File: config.mk
export PLATFORM = sky130hd
export DESIGN_NAME = regfile_write_arbiter_flat
export DESIGN_NICKNAME = d
export VERILOG_FILES = /design/src/rtl/regfile_write_arbiter_if.sv /design/src/rtl/regfile_write_arbiter.sv /design/src/flat_wrapper.sv
export SDC_FILE = /design/constraint.sdc
export NUM_CORES = 1
export LEC_CHECK = 0
export ABC_AREA = 1
export BUFFER_PORTS_ARGS = -buffer_cell sky130_fd_sc_hd__buf_2
export CAP_MARGIN = 40
export CORE_ASPECT_RATIO = 0.6
export CORE_MARGIN = 5
export CORE_UTILIZATION = 40
export CTS_CLUSTER_SIZE = 20
export DETAILED_ROUTE_END_ITERATION = 16
export GPL_TIMING_DRIVEN = 0
export MAX_ROUTING_LAYER = met4
export PLACE_DENSITY = 0.69
export SLEW_MARGIN = 20
export SYNTH_ARGS = -nofsm -noshare
export SYNTH_HDL_FRONTEND = slang
export SYNTH_SLANG_ARGS = --single-unit
File: constraint.sdc
create_clock -name clk -period 1.66 [get_ports clk]
set_input_delay 0.498 -clock clk [delete_from_list [all_inputs] [get_ports clk]]
set_output_delay 0.498 -clock clk [all_outputs]
set_load 0.1 [all_outputs]
File: src/rtl/regfile_write_arbiter_if.sv
// Write-port bundle between the requesters and the arbiter. It also carries the
// registered outputs that drive reg_file.
interface regfile_write_arbiter_if #(
  parameter int unsigned DATA_W = 8,
  parameter int unsigned ADDR_W = 3
);
  logic              a_valid;
  logic [ADDR_W-1:0] a_reg;
  logic [DATA_W-1:0] a_data;
  logic              a_ready;
  logic              b_valid;
  logic [ADDR_W-1:0] b_reg;
  logic [DATA_W-1:0] b_data;
  logic              b_ready;
  logic              clr_start;
  logic              clr_busy;
  logic              clr_done;
  logic [ADDR_W-1:0] writereg;
  logic [DATA_W-1:0] writedata;
  logic              writeenable;
  logic              wr_src;

  modport master (
    output a_valid, a_reg, a_data, b_valid, b_reg, b_data, clr_start,
    input  a_ready, b_ready, clr_busy, clr_done, writereg, writedata, writeenable, wr_src
  );

  modport slave (
    input  a_valid, a_reg, a_data, b_valid, b_reg, b_data, clr_start,
    output a_ready, b_ready, clr_busy, clr_done, writereg, writedata, writeenable, wr_src
  );
endinterface

File: src/rtl/regfile_write_arbiter.sv
// Round-robin arbiter for the single reg_file write port. A built-in sequencer
// zeroes every register on command.
module regfile_write_arbiter #(
  parameter int unsigned DATA_W   = 8,
  parameter int unsigned ADDR_W   = 3,
  parameter int unsigned NUM_REGS = 8
) (
  input logic                     clk,
  input logic                     reset,
  regfile_write_arbiter_if.slave  bus
);

  typedef enum logic [0:0] {StArb, StClear} state_e;

  localparam logic [ADDR_W-1:0] LastIdx = ADDR_W'(NUM_REGS - 1);

  state_e            state_q, state_d;
  logic              last_q, last_d;   // 1: B was granted last
  logic [ADDR_W-1:0] cnt_q, cnt_d;
  logic              we_q, we_d;
  logic [ADDR_W-1:0] wreg_q, wreg_d;
  logic [DATA_W-1:0] wdata_q, wdata_d;
  logic              src_q, src_d;
  logic              done_q, done_d;
  logic              a_ready, b_ready;

  always_comb begin
    state_d = state_q;
    last_d  = last_q;
    cnt_d   = cnt_q;
    we_d    = 1'b0;
    wreg_d  = wreg_q;
    wdata_d = wdata_q;
    src_d   = src_q;
    done_d  = 1'b0;
    a_ready = 1'b0;
    b_ready = 1'b0;
    case (state_q)
      StArb: begin
        // Clear has priority: no grant on the edge that starts it.
        if (!reset && !bus.clr_start) begin
          a_ready = bus.a_valid && (!bus.b_valid || last_q);
          b_ready = bus.b_valid && (!bus.a_valid || !last_q);
        end
        if (bus.clr_start) begin
          state_d = StClear;
          cnt_d   = '0;
        end else if (a_ready) begin
          we_d    = 1'b1;
          wreg_d  = bus.a_reg;
          wdata_d = bus.a_data;
          src_d   = 1'b0;
          last_d  = 1'b0;
        end else if (b_ready) begin
          we_d    = 1'b1;
          wreg_d  = bus.b_reg;
          wdata_d = bus.b_data;
          src_d   = 1'b1;
          last_d  = 1'b1;
        end
      end
      StClear: begin
        we_d    = 1'b1;
        wreg_d  = cnt_q;
        wdata_d = '0;
        src_d   = 1'b0;
        if (cnt_q == LastIdx) begin
          state_d = StArb;
          done_d  = 1'b1;
          cnt_d   = '0;
        end else begin
          cnt_d = cnt_q + ADDR_W'(1);
        end
      end
      default: state_d = StArb;
    endcase
  end

  always_ff @(posedge clk) begin
    if (reset) begin
      state_q <= StArb;
      last_q  <= 1'b1;
      cnt_q   <= '0;
      we_q    <= 1'b0;
      wreg_q  <= '0;
      wdata_q <= '0;
      src_q   <= 1'b0;
      done_q  <= 1'b0;
    end else begin
      state_q <= state_d;
      last_q  <= last_d;
      cnt_q   <= cnt_d;
      we_q    <= we_d;
      wreg_q  <= wreg_d;
      wdata_q <= wdata_d;
      src_q   <= src_d;
      done_q  <= done_d;
    end
  end

  assign bus.a_ready     = a_ready;
  assign bus.b_ready     = b_ready;
  assign bus.clr_busy    = (state_q == StClear);
  assign bus.clr_done    = done_q;
  assign bus.writereg    = wreg_q;
  assign bus.writedata   = wdata_q;
  assign bus.writeenable = we_q;
  assign bus.wr_src      = src_q;

endmodule

File: src/flat_wrapper.sv
// flat-port wrapper written by rule: the top's interface ports become plain ports
module regfile_write_arbiter_flat 
#(
  parameter int unsigned DATA_W   = 8,
  parameter int unsigned ADDR_W   = 3,
  parameter int unsigned NUM_REGS = 8
)
  (clk, reset, bus_a_valid, bus_a_reg, bus_a_data, bus_b_valid, bus_b_reg, bus_b_data, bus_clr_start, bus_a_ready, bus_b_ready, bus_clr_busy, bus_clr_done, bus_writereg, bus_writedata, bus_writeenable, bus_wr_src);
  regfile_write_arbiter_if #(.DATA_W(DATA_W), .ADDR_W(ADDR_W)) bus_i ();
  input logic clk;
  input logic reset;
  input wire logic [$bits(bus_i.a_valid)-1:0] bus_a_valid;
  input wire logic [$bits(bus_i.a_reg)-1:0] bus_a_reg;
  input wire logic [$bits(bus_i.a_data)-1:0] bus_a_data;
  input wire logic [$bits(bus_i.b_valid)-1:0] bus_b_valid;
  input wire logic [$bits(bus_i.b_reg)-1:0] bus_b_reg;
  input wire logic [$bits(bus_i.b_data)-1:0] bus_b_data;
  input wire logic [$bits(bus_i.clr_start)-1:0] bus_clr_start;
  output wire logic [$bits(bus_i.a_ready)-1:0] bus_a_ready;
  output wire logic [$bits(bus_i.b_ready)-1:0] bus_b_ready;
  output wire logic [$bits(bus_i.clr_busy)-1:0] bus_clr_busy;
  output wire logic [$bits(bus_i.clr_done)-1:0] bus_clr_done;
  output wire logic [$bits(bus_i.writereg)-1:0] bus_writereg;
  output wire logic [$bits(bus_i.writedata)-1:0] bus_writedata;
  output wire logic [$bits(bus_i.writeenable)-1:0] bus_writeenable;
  output wire logic [$bits(bus_i.wr_src)-1:0] bus_wr_src;
  assign bus_i.a_valid = bus_a_valid;
  assign bus_i.a_reg = bus_a_reg;
  assign bus_i.a_data = bus_a_data;
  assign bus_i.b_valid = bus_b_valid;
  assign bus_i.b_reg = bus_b_reg;
  assign bus_i.b_data = bus_b_data;
  assign bus_i.clr_start = bus_clr_start;
  assign bus_a_ready = bus_i.a_ready;
  assign bus_b_ready = bus_i.b_ready;
  assign bus_clr_busy = bus_i.clr_busy;
  assign bus_clr_done = bus_i.clr_done;
  assign bus_writereg = bus_i.writereg;
  assign bus_writedata = bus_i.writedata;
  assign bus_writeenable = bus_i.writeenable;
  assign bus_wr_src = bus_i.wr_src;
  regfile_write_arbiter #(.DATA_W(DATA_W), .ADDR_W(ADDR_W), .NUM_REGS(NUM_REGS)) u_core (.clk(clk), .reset(reset), .bus(bus_i));
endmodule
; Yosys cells after proc, flatten, opt, wreduce, memory -nomap -nowiden
; Cells that the tools add are included.
[word_totals]
ff_bits = 19
latchBits = 0
ramBits = 0
romBits = 0
inputBits = 27
output_inout_bits = 17
n_memories = 0
[classes]
addsub = 1
n_mul = 0
n_div = 0
magnitude_cmp = 0
n_eq_ne = 4
n_shift = 0
muxes = 29
n_bitwise = 2
reduce_logical = 14
[ops]
columns = operator, count
row1 = 8-bit 2-to-1 mux, 3
row2 = 8-bit case mux with 2 select lines, 1
row3 = 1-bit 2-to-1 mux, 15
row4 = 3-bit 2-to-1 mux, 5
row5 = 3-bit case mux with 2 select lines, 2
row6 = 1-bit case mux with 2 select lines, 3
row7 = 1-bit zero test, 5
row8 = 2-bit != test (second input constant), 2
row9 = 3-bit by 1-bit adder with 3-bit output (second input constant), 1
row10 = 3-bit == test (second input constant), 1
row11 = 1-bit logical AND, 3
row12 = 3-bit by 1-bit != test with 1-bit output (second input constant), 1
row13 = 3-bit AND reduction, 1
row14 = 1-bit logical OR, 2
row15 = 1-bit inverter, 2
row16 = 2-bit AND reduction, 1
row17 = 2-bit nonzero test, 1
row18 = 2-bit OR reduction, 1

; Longest topological paths before layout
; Gate-level depths: netlist (run 1).
[depth]
word_depth = 9
mapped_depth = 9
depth_no_buf = 9

; Least setup slack after synthesis (run 1)
; No wires, ideal clock.
[synth_path]
kind = reg-to-output
start = register u_core.state_q (netlist: u_core.bus.clr_busy)
end = output port bus_b_ready
arrival_time_ps = 2343
required_ps = 1162
path_slack_ps = -1181
path_stages_with_launch = 3
cell_sequence = dfxtp_1 buf_2 nor2_1
[synth_via]
elab_chain_cells = 1
[synth_lines]
columns = item, line_no
row1 = from (decl), regfile_write_arbiter.sv:17  ; state_e state_q, state_d;
row2 = from (signal assigned), regfile_write_arbiter.sv:81  ; state_q <= StArb;
row3 = from (signal assigned), regfile_write_arbiter.sv:90  ; state_q <= state_d;
row4 = 1-bit 2-to-1 mux, regfile_write_arbiter.sv:38  ; case (state_q)
row5 = to (decl), flat_wrapper.sv:20  ; output wire logic [$bits(bus_i.b_ready)-1:0] bus_b_ready;
; Every way passes these cells.

; Worst setup path in the final report (run 1)
[layout_path]
start = input port reset
end = output port bus_b_ready
[layout_via]
elab_chain_cells = 5
[layout_lines]
columns = item, line_no
row1 = from (decl), flat_wrapper.sv:11  ; input logic reset;
row2 = 1-bit zero test, regfile_write_arbiter.sv:41  ; if (!reset && !bus.clr_start) begin
row3 = 1-bit logical AND, regfile_write_arbiter.sv:41
row4 = 1-bit 2-to-1 mux, regfile_write_arbiter.sv:41
row5 = 1-bit 2-to-1 mux (2 in a row), regfile_write_arbiter.sv:38
; Every way passes these cells. The select of a mux whose other input is x is not followed.

==> flow_metrics.py, run 1 <==
metrics = {
    "setup_path": {
        "cp-end-kind": "output port",
        "critPathTopFamily": "simple AND/OR/NAND/NOR gates",
        "required_ns": 1.16,
        "arrival_ns": 1.16,
        "startpoint_type": "primary input",
        "critical_path.max_stage_delay_ns": 0.19,
        "r2r_start": "u_core.last_q",
        "critPathBufInv": 2,
        "crit_type": "in2out",
        "r2r_end": "u_core.bus.writedata[6]",
        "crit_chain": "buf_12, nor2_8, nand3_4, nor2_4, buf_12",
        "reg2reg_slack_ns": 0.32,
        "cp_max_fo": 3,
        "cp_common_cell": "buf_12",
        "worst_path_max_delay_cell": "buf_12",
        "r2r_cells": 8,
    },
    "grt": {
        "grt_pass1_wl_microns": 4170,
        "grt_max_degree": 12,
        "grt_pass1_vias": 931,
        "grt_use_total_pct": 14.9,
        "gr-total-overflow": 0,
        "antenna_found_initial": 0,
    },
    "yosys": {
        "synth_cell_types": 23,
        "syn-num-nets": 165,
        "yosysMostFrequentCell": "nand2_1",
        "synth_cells": 135,
        "yosysWarnings": 0,
        "synthTopCellsByArea": "dfxtp_1 (37%), nand2_1 (9.7%), nor2_2 (8.4%), nand3_1 (7.2%), o21ai_0 (6.3%)",
        "netlist_area_sq_um": 1040,
        "synth.top_cell.area_share_pct": 36.5,
        "avgSynthCellArea_sq_um": 7.71,
        "synth_edf_count": 0,
        "synth_common_cells": "nand2_1 (27), dfxtp_1 (19), nor2_1 (16), nand3_1 (15), nor2_2 (14)",
        "yosysTopAreaCell": "dfxtp_1",
        "synth_seq_cells": 19,
        "yosysSeqAreaShare_pct": 36.5,
        "ys_async_sr_fraction_pct": 0,
        "synth_flop_cell": "dfxtp_1",
    },
    "clock_tree": {
        "clock_path_buffers": 2,
        "cts_tree": "done",
        "htree_levels": 1,
        "root_buffer": "clkbuf_8",
        "hold_buffers": 0,
        "numCtsBuffers": 3,
        "clock_sinks": 19,
        "clk_latency_ns": 0.25,
        "path_clk_slew_ns": 0.07,
    },
    "run": {
        "maxCapViolCount": 0,
    },
    "placed_design": {
        "place_congestion": 0.823,
        "hpwl_microns": 2020,
        "post-place-ws_ns": -0.437,
        "io_buffer_count": 42,
    },
    "timing": {
        "timing.slew.headroom_pct": 67.8,
        "timing.final.hold_violations": 0,
        "slew_violations": 0,
        "min_period_over_period_pct": 100,
        "max_slew.worst_pin.slew_ns": 0.482,
        "rsz0062_at_grt": "yes",
        "worst_slack_ns": -0.00106,
        "worst_clock_skew_ns": 0.00223,
        "finalSetupTns_ns": -0.00106,
        "setup_viol": 1,
        "min_period_ns": 1.66,
        "clock.fmax_ghz": 0.602,
    },
    "floorplan": {
        "pin_count": 44,
        "fp.dieH_microns": 49.5,
        "die_area_sq_um": 3760,
        "rows": 14,
        "die_w_microns": 75.9,
        "initial_core_util_pct": 41.6,
        "core_sq_um": 2500,
    },
    "status": {
        "violations": "setup timing",
        "status": "complete, but fails checks",
    },
    "routing": {
        "post_drt_wl_per_cell_microns": 11.7,
        "drc": 0,
        "detail_route.wirelength_microns": 2540,
        "viasPerCell": 4.57,
        "drtPass1Iterations": 4,
        "drtIter0Drc": 35,
        "via_count": 996,
        "final_antenna_net_count": 0,
    },
    "min_path": {
        "hp-start": "u_core.bus.wr_src",
        "whs_endpoint": "u_core.bus.wr_src",
        "min_path_cells": 2,
        "hold_class": "reg2reg",
    },
    "pwr": {
        "leakagePower_nw": 0.741,
        "vdd_drop_max_mv": 0.447,
        "powerDensity_nw_per_um2": 924,
        "fin_total_pwr_mw": 1.33,
    },
    "layout": {
        "area_growth_syn_to_layout_pct": 38.6,
        "num-nets-final": 217,
        "fin_util_pct": 57.6,
        "insertedDiodeCount": 0,
        "drive_gt1_share_pct": 44.1,
    },
}
[placed cells by master (no fill, tap or decap), types with 2 or more instances in the layout]
cell type,netlist,routed
buf_2,1,39
nand2_1,27,26
dfxtp_1,19,17
nand3_1,15,15
nor2_1,16,15
nor2_2,14,14
o21ai_0,13,13
inv_1,7,7
buf_4,0,6
buf_12,1,4
buf_6,3,3
a21oi_1,3,3
ha_1,3,3
clkbuf_8,0,3
nor2_8,2,2
nand3_4,1,2
nor2_4,1,2
dfxtp_2,0,2
[worst max path at each step]
stage / from / to / slack [ns] / cells past startpoint
finish: reset / bus_b_ready / -0.001 / 5
global placement: bus_clr_start / bus_a_ready / -0.43 / 5
global route: reset / bus_b_ready / -0.04 / 5
CTS: reset / bus_b_ready / -0.006 / 5
detailed placement: bus_clr_start / bus_a_ready / -0.44 / 5
floorplan: reset / bus_b_ready / -0.20 / 4
[power breakdown]
| group | internal (mW) | leakage, nW | switching [mW] |
|---|---|---|---|
| sequential | 0.491 | 0.156 | 0.0168 |
| combinational | 0.133 | 0.559 | 0.375 |
| clock | 0.167 | 0.0255 | 0.151 |
| total | 0.791 | 0.741 | 0.542 |
[worst reg2reg max path, delay by kind of cell, from the launching register on]
family / cells / cell delay [ns]
buffers and inverters: 3 / 0.37
and+or+nand+nor: 4 / 0.32
AOI/OAI and AO/OA: 1 / 0.22
DFF: 1 / 0.33
[flip-flops by register name (all words and copies together), names as in the netlist]
name and flops:
u_core.bus.writereg 3, u_core.bus.wr_src 1, u_core.last_q 1, u_core.bus.clr_busy 1
u_core.bus.writedata 8, u_core.bus.writeenable 1, u_core.bus.clr_done 1, u_core.cnt_q 3
[metrics by stage]
stage	hold WS, ns	std cells	instance area [sq um]
floorplan	0.453	135	1070
global placement	0.473	209	1320
detailed placement	0.476	209	1320
CTS	0.488	218	1440
global route	0.524	218	1440
finish	0.483	218	1440
[cells by family (layout without fill, tap and decap cells)]
family                     Yosys count  after routing  synth area share, %
AOI/OAI and AO/OA                   18             18                 9.13
adders and majority gates            3              3                 3.61
buffers and inverters               14             65                 8.89
DFF                                 19             19                 36.5
and+or+nand+nor                     81             81                 41.8
[routing by layer]
layer  up-vias  part of all wire [%]  global-route usage [%]
li1        539                     -                       -
met5         -                     0                       -
met2        26                    45                    20.7
met4         0                   1.1                    3.49
met1       427                    49                    21.4
met3         4                   5.0                    3.85
[layout make-up]
class                      instances  area (sq um)
fill                             232          1060
multi-input combinational        102           586
sequential                        19           383
timing repair buffer              47           284
buffer                             7          77.6
clock buffer                       3          41.3
tap                               32          40.0
inverter                           7          26.3
clock inverter                     1          5.00
[timing repair]
item                       4_1_cts  5_1_grt
gates cloned                     0        0
gates resized for setup         12        1
setup buffers                    5        0
hold endpoints to repair         0        0
pin swaps                        5        1
setup endpoints to repair        2        2
Note: power is estimated with default switching activity, not from simulation.
==> inputs of run 2 (changes only) <==
--- a/config.mk
+++ b/config.mk
@@ -5,7 +5,6 @@
 export SDC_FILE = /design/constraint.sdc
 export NUM_CORES = 1
 export LEC_CHECK = 0
-export ABC_AREA = 1
 export BUFFER_PORTS_ARGS = -buffer_cell sky130_fd_sc_hd__buf_2
 export CAP_MARGIN = 40
 export CORE_ASPECT_RATIO = 0.6
@@ -15,7 +14,7 @@
 export DETAILED_ROUTE_END_ITERATION = 16
 export GPL_TIMING_DRIVEN = 0
 export MAX_ROUTING_LAYER = met4
-export PLACE_DENSITY = 0.69
+export PLACE_DENSITY = 0.7
 export SLEW_MARGIN = 20
 export SYNTH_ARGS = -nofsm -noshare
 export SYNTH_HDL_FRONTEND = slang
==> run 2 against run 1 <==
The run still ends with setup timing left. Sequential cell count did not move. Global-route usage rose by 0.89 points. Combinational power fell by 4%. Clock-buffer cell count rose by 1. Fmax fell by 4.9%. Critical path depth fell by 1. Non-clock buffer count rose by 1. Die area fell by 5.4%.
==> flow_metrics.py, run 2 <==
metrics = {
    "timing": {
        "min_period_ns": 1.75,
        "timing.slew.headroom_pct": 66.5,
        "min_period_over_period_pct": 105,
        "slew_violations": 0,
        "rsz0062_at_grt": "yes",
        "setup_viol": 2,
        "worst_clock_skew_ns": 0.000859,
        "worst_slack_ns": -0.0858,
        "max_slew.worst_pin.slew_ns": 0.502,
        "timing.final.hold_violations": 0,
        "clock.fmax_ghz": 0.573,
    },
    "clock_tree": {
        "path_clk_slew_ns": 0.07,
        "clk_latency_ns": 0.25,
        "clock_path_buffers": 2,
        "numCtsBuffers": 3,
        "htree_levels": 1,
        "cts_tree": "done",
        "clock_sinks": 19,
        "root_buffer": "clkbuf_8",
        "hold_buffers": 0,
    },
    "layout": {
        "area_growth_syn_to_layout_pct": 39.8,
        "nFillCells": 203,
        "num-nets-final": 179,
        "drive_gt1_share_pct": 54.1,
        "instances_no_fill": 178,
        "largest_register_ffs": 8,
        "mostFrequentLayoutCells": "buf_2 (41), dfxtp_1 (18), nor2_1 (17)",
        "insertedDiodeCount": 0,
        "final_common_cell": "buf_2",
        "design_area_sq_um": 1360,
    },
    "routing": {
        "via_count": 909,
        "detail_route.wirelength_microns": 2550,
        "drc": 0,
        "final_antenna_net_count": 0,
        "post_drt_wl_per_cell_microns": 14.3,
        "drtPass1Iterations": 5,
        "drtIter0Drc": 20,
        "viasPerCell": 5.11,
    },
    "yosys": {
        "yosysSeqAreaShare_pct": 39.1,
        "synth_cells": 96,
        "yosysMostFrequentCell": "dfxtp_1",
        "netlist_area_sq_um": 973,
        "syn-num-nets": 126,
        "synth_cell_types": 32,
        "ys_async_sr_fraction_pct": 0,
        "yosysTopAreaCell": "dfxtp_1",
        "synth_seq_cells": 19,
        "synth.top_cell.area_share_pct": 39.1,
        "synth_common_cells": "dfxtp_1 (19), nor2_1 (17), nor3_2 (9), a221oi_2 (8), nand2_1 (4)",
        "synth_edf_count": 0,
        "synthTopCellsByArea": "dfxtp_1 (39%), a221oi_2 (12%), nor3_2 (9.3%), nor2_1 (6.6%), ha_1 (3.9%)",
        "yosysWarnings": 0,
        "synth_flop_cell": "dfxtp_1",
        "avgSynthCellArea_sq_um": 10.1,
    },
    "placed_design": {
        "place_congestion": 0.778,
        "hpwl_microns": 1940,
        "post-place-cells": 169,
        "io_buffer_count": 43,
        "placed_cell_area_sq_um": 1240,
        "post-place-ws_ns": -0.551,
    },
    "setup_path": {
        "arrival_ns": 1.25,
        "r2r_start": "u_core.last_q",
        "cp_max_fo": 4,
        "cp-end-kind": "output port",
        "startpoint_type": "primary input",
        "r2r_end": "u_core.bus.writedata[4]",
        "reg2reg_slack_ns": 0.25,
        "required_ns": 1.16,
        "crit_type": "in2out",
        "r2r_cells": 5,
    },
    "grt": {
        "grt_use_total_pct": 15.8,
        "grt_max_degree": 11,
        "grt_pass1_wl_microns": 4010,
        "antenna_found_initial": 0,
        "grt_pass1_vias": 853,
        "gr-total-overflow": 0,
    },
    "pwr": {
        "powerDensity_nw_per_um2": 963,
        "leakagePower_nw": 0.641,
        "vdd_drop_max_mv": 0.741,
    },
    "status": {
        "violations": "setup timing",
        "status": "complete, but fails checks",
    },
    "floorplan": {
        "pin_count": 44,
        "die_area_sq_um": 3550,
        "initial_core_util_pct": 43.4,
        "rows": 13,
        "core_sq_um": 2240,
        "die_w_microns": 73.7,
        "fp.dieH_microns": 48.2,
    },
    "run": {
        "maxCapViolCount": 0,
    },
    "min_path": {
        "whs_endpoint": "u_core.bus.writereg[0]",
        "min_path_cells": 2,
        "hold_class": "reg2reg",
        "hp-start": "u_core.bus.writereg[0]",
    },
}
## run 2: critical path: stages
cell and delay [ns]:
buf_8 0.11, nor3_4 0.21, and3_4 0.25, buf_12 0.18
## run 2: area by class of cell
| class | count | area [sq um] | share of cell area, % |
|---|---|---|---|
| sequential | 19 | 384 | 28.2 |
| inverter | 2 | 7.51 | 0.551 |
| multi-input combinational | 68 | 543 | 39.9 |
| timing repair buffer | 49 | 310 | 22.8 |
| tap | 30 | 37.5 | 2.76 |
| clock buffer | 4 | 45.0 | 3.31 |
| buffer | 6 | 33.8 | 2.48 |
## run 2: per-stage QoR
stage	hold WS (ns)	utilization [%]	total power, mW	setup TNS [ns]
5_1_grt	0.502	60.6	1.37	-0.203
3_5_place_dp	0.463	55.3	0.994	-0.894
3_3_place_gp	0.447	55.3	0.984	-0.878
6_report	0.466	60.6	1.31	-0.143
2_1_floorplan	0.477	-	0.893	0
4_1_cts	0.478	60.7	1.33	-0.215
## run 2: cell families (layout without fill, tap and decap cells)
family	count (synthesis)	in the layout	synth area share, %
AOI/OAI and AO/OA	20	20	22.0
adders and majority gates	3	3	3.86
buffers and inverters	9	61	6.30
DFF	19	19	39.1
muxes	2	2	2.19
and+or+nand+nor	43	43	26.6
## run 2: how the worst max path moves through the flow
stage	cells past startpoint	endpoint	from	slack, ns
floorplan	3	bus_a_ready	u_core.bus.clr_busy	0.02
global placement	5	bus_a_ready	bus_clr_start	-0.54
detailed placement	5	bus_a_ready	bus_clr_start	-0.55
CTS	5	bus_a_ready	reset	-0.16
global route	4	bus_a_ready	bus_clr_start	-0.12
finish	4	bus_a_ready	bus_clr_start	-0.09
## run 2: power by group
part | internal (mW) | total [mW] | switching [mW]
Sequential | 0.491 | 0.511 | 0.0203
Clock | 0.170 | 0.313 | 0.143
Combinational | 0.129 | 0.487 | 0.358
## run 2: routing by layer
layer	global-route usage, %	wire, microns	vias up
met5	-	0	-
met4	2.17	8	0
met3	6.58	224	2
met2	26.2	1180	28
met1	18.6	1140	429
li1	-	-	450
## run 2: timing repair
item / CTS / global route
setup endpoints to repair: 2 / 2
pin swaps: 2 / 2
resized for setup: 13 / 1
setup buffers: 4 / 2
==> inputs of run 3 (changes only) <==
--- a/config.mk
+++ b/config.mk
@@ -9,12 +9,12 @@
 export CAP_MARGIN = 40
 export CORE_ASPECT_RATIO = 0.6
 export CORE_MARGIN = 5
-export CORE_UTILIZATION = 40
+export CORE_UTILIZATION = 45
 export CTS_CLUSTER_SIZE = 20
 export DETAILED_ROUTE_END_ITERATION = 16
 export GPL_TIMING_DRIVEN = 0
 export MAX_ROUTING_LAYER = met4
-export PLACE_DENSITY = 0.7
+export PLACE_DENSITY = 0.77
 export SLEW_MARGIN = 20
 export SYNTH_ARGS = -nofsm -noshare
 export SYNTH_HDL_FRONTEND = slang
==> run 3 against run 2 <==
Non-clock buffer count decreased by 2. Largest power group unchanged. Die area decreased by 9.2%. Cell count fell by 1.1%. Total power decreased by 6.0%. The flow still finishes with violations (setup timing). Critical path type is now reg2out.
==> flow_metrics.py, run 3 (synthesis gave the netlist of run 2 again) <==
metrics = {
    "clock_tree": {
        "root_buffer": "clkbuf_4",
        "hold_buffers": 0,
        "path_clk_slew_ns": 0.11,
        "cts_tree": "done",
        "clock_path_buffers": 2,
        "htree_levels": 1,
        "numCtsBuffers": 3,
        "clk_latency_ns": 0.30,
        "clock_sinks": 19,
    },
    "placed_design": {
        "post-place-ws_ns": -0.539,
        "place_congestion": 0.773,
        "io_buffer_count": 43,
        "hpwl_microns": 1870,
        "post-place-cells": 169,
        "placed_cell_area_sq_um": 1240,
    },
    "timing": {
        "worst_clock_skew_ns": 0.00548,
        "slew_violations": 0,
        "min_period_over_period_pct": 111,
        "rsz0062_at_grt": "yes",
        "max_slew.worst_pin.slew_ns": 0.523,
        "timing.slew.headroom_pct": 65.1,
        "finalSetupTns_ns": -0.344,
        "timing.final.hold_violations": 0,
        "worst_slack_ns": -0.185,
        "holdWs_ns": 0.480,
        "min_period_ns": 1.84,
        "clock.fmax_ghz": 0.542,
        "setup_viol": 2,
    },
    "status": {
        "violations": "setup timing",
        "status": "complete, but fails checks",
    },
    "layout": {
        "num-nets-final": 177,
        "insertedDiodeCount": 0,
        "final_common_cell": "buf_2",
        "instances_no_fill": 176,
        "design_area_sq_um": 1320,
        "fin_util_pct": 62.6,
        "drive_gt1_share_pct": 54.1,
        "nFillCells": 187,
        "largest_register_ffs": 8,
        "area_growth_syn_to_layout_pct": 36.0,
        "mostFrequentLayoutCells": "buf_2 (40), dfxtp_1 (18), nor2_1 (17), a221oi_2 (8), nor3_2 (8)",
    },
    "pwr": {
        "powerDensity_nw_per_um2": 931,
        "switching_share_pct": 42.7,
        "fin_total_pwr_mw": 1.23,
        "p_sw_uw": 527,
        "power_frac_seq_pct": 41.4,
        "leakagePower_nw": 0.624,
        "intPower_uw": 706,
        "vdd_drop_max_mv": 0.806,
        "pwr-share-clk_pct": 19.1,
        "comb_power_share_pct": 39.6,
    },
    "floorplan": {
        "core_sq_um": 2110,
        "die_w_microns": 70.0,
        "initial_core_util_pct": 46.0,
        "rows": 13,
        "die_area_sq_um": 3220,
        "fp.dieH_microns": 46.0,
        "pin_count": 44,
    },
    "routing": {
        "drc": 0,
        "drtIter0Drc": 48,
        "viasPerCell": 5.24,
        "detail_route.wirelength_microns": 2510,
        "final_antenna_net_count": 0,
        "drtPass1Iterations": 5,
        "via_count": 923,
        "post_drt_wl_per_cell_microns": 14.3,
    },
    "min_path": {
        "hp-start": "u_core.bus.writereg[0]",
        "hold_class": "reg2reg",
        "whs_endpoint": "u_core.bus.writereg[0]",
        "min_path_cells": 2,
    },
    "setup_path": {
        "crit_type": "reg2out",
        "reg2reg_slack_ns": 0.19,
        "arrival_ns": 1.35,
        "r2r_end": "u_core.bus.writereg[2]",
        "r2r_start": "u_core.last_q",
        "startpoint_type": "flip-flop",
        "required_ns": 1.16,
        "cp-end-kind": "output port",
        "cp_max_fo": 4,
        "r2r_cells": 5,
    },
    "run": {
        "maxCapViolCount": 0,
    },
    "grt": {
        "grt_max_degree": 12,
        "grt_pass1_wl_microns": 3990,
        "grt_use_total_pct": 16.6,
        "grt_pass1_vias": 874,
        "antenna_found_initial": 0,
        "gr-total-overflow": 0,
    },
}
run 3: cell types whose count changed in the layout (fill, tap and decap cells not counted):
cell / change
buf_6: +2
buf_8: -2
clkbuf_1: -1
buf_2: -1
buf_4: -1
clkbuf_8: -3
clkinv_2: +1
clkbuf_4: +3
run 3: worst max-delay path by stage:
stage | start | to | cells past startpoint
floorplan | u_core.bus.clr_busy | bus_a_ready | 3
global placement | bus_clr_start | bus_a_ready | 5
detailed placement | bus_clr_start | bus_a_ready | 5
CTS | u_core.bus.clr_busy | bus_a_ready | 4
global route | u_core.bus.clr_busy | bus_a_ready | 3
finish | u_core.bus.clr_busy | bus_a_ready | 3
run 3: power groups by stage:
stage	logic, mW	registers, mW	clock network, mW
floorplan	0.149	0.744	0
global placement	0.464	0.520	0
detailed placement	0.471	0.523	0
CTS	0.491	0.510	0.242
global route	0.510	0.514	0.260
finish	0.488	0.510	0.235
run 3: routing by layer:
metal  up-vias  track usage, %  share of wire, %
li1        454               -                 -
met1       422            20.2                45
met2        41            27.0                47
met3         6            4.85               6.2
met4         0            5.34               1.6
met5         -               -                 0
run 3: what timing repair did:
action / CTS / global route
buffers inserted: 4 / 0
gates resized for setup: 13 / 0
pin swaps: 3 / 2
setup endpoints to repair: 3 / 2
run 3: worst max-delay path, cell delays in order, from the launching register on:
cell,delay (ns)
dfxtp_4,0.37
nor3_4,0.24
and3_4,0.26
buf_12,0.18
run 3: area by class of cell:
class | count | area (sq um) | area share, %
multi-input combinational | 68 | 543 | 41.0
sequential | 19 | 384 | 29.0
timing repair buffer | 47 | 290 | 21.9
tap | 30 | 37.5 | 2.84
buffer | 6 | 33.8 | 2.55
clock buffer | 3 | 22.5 | 1.70
inverter | 2 | 7.51 | 0.567
clock inverter | 1 | 5.00 | 0.378
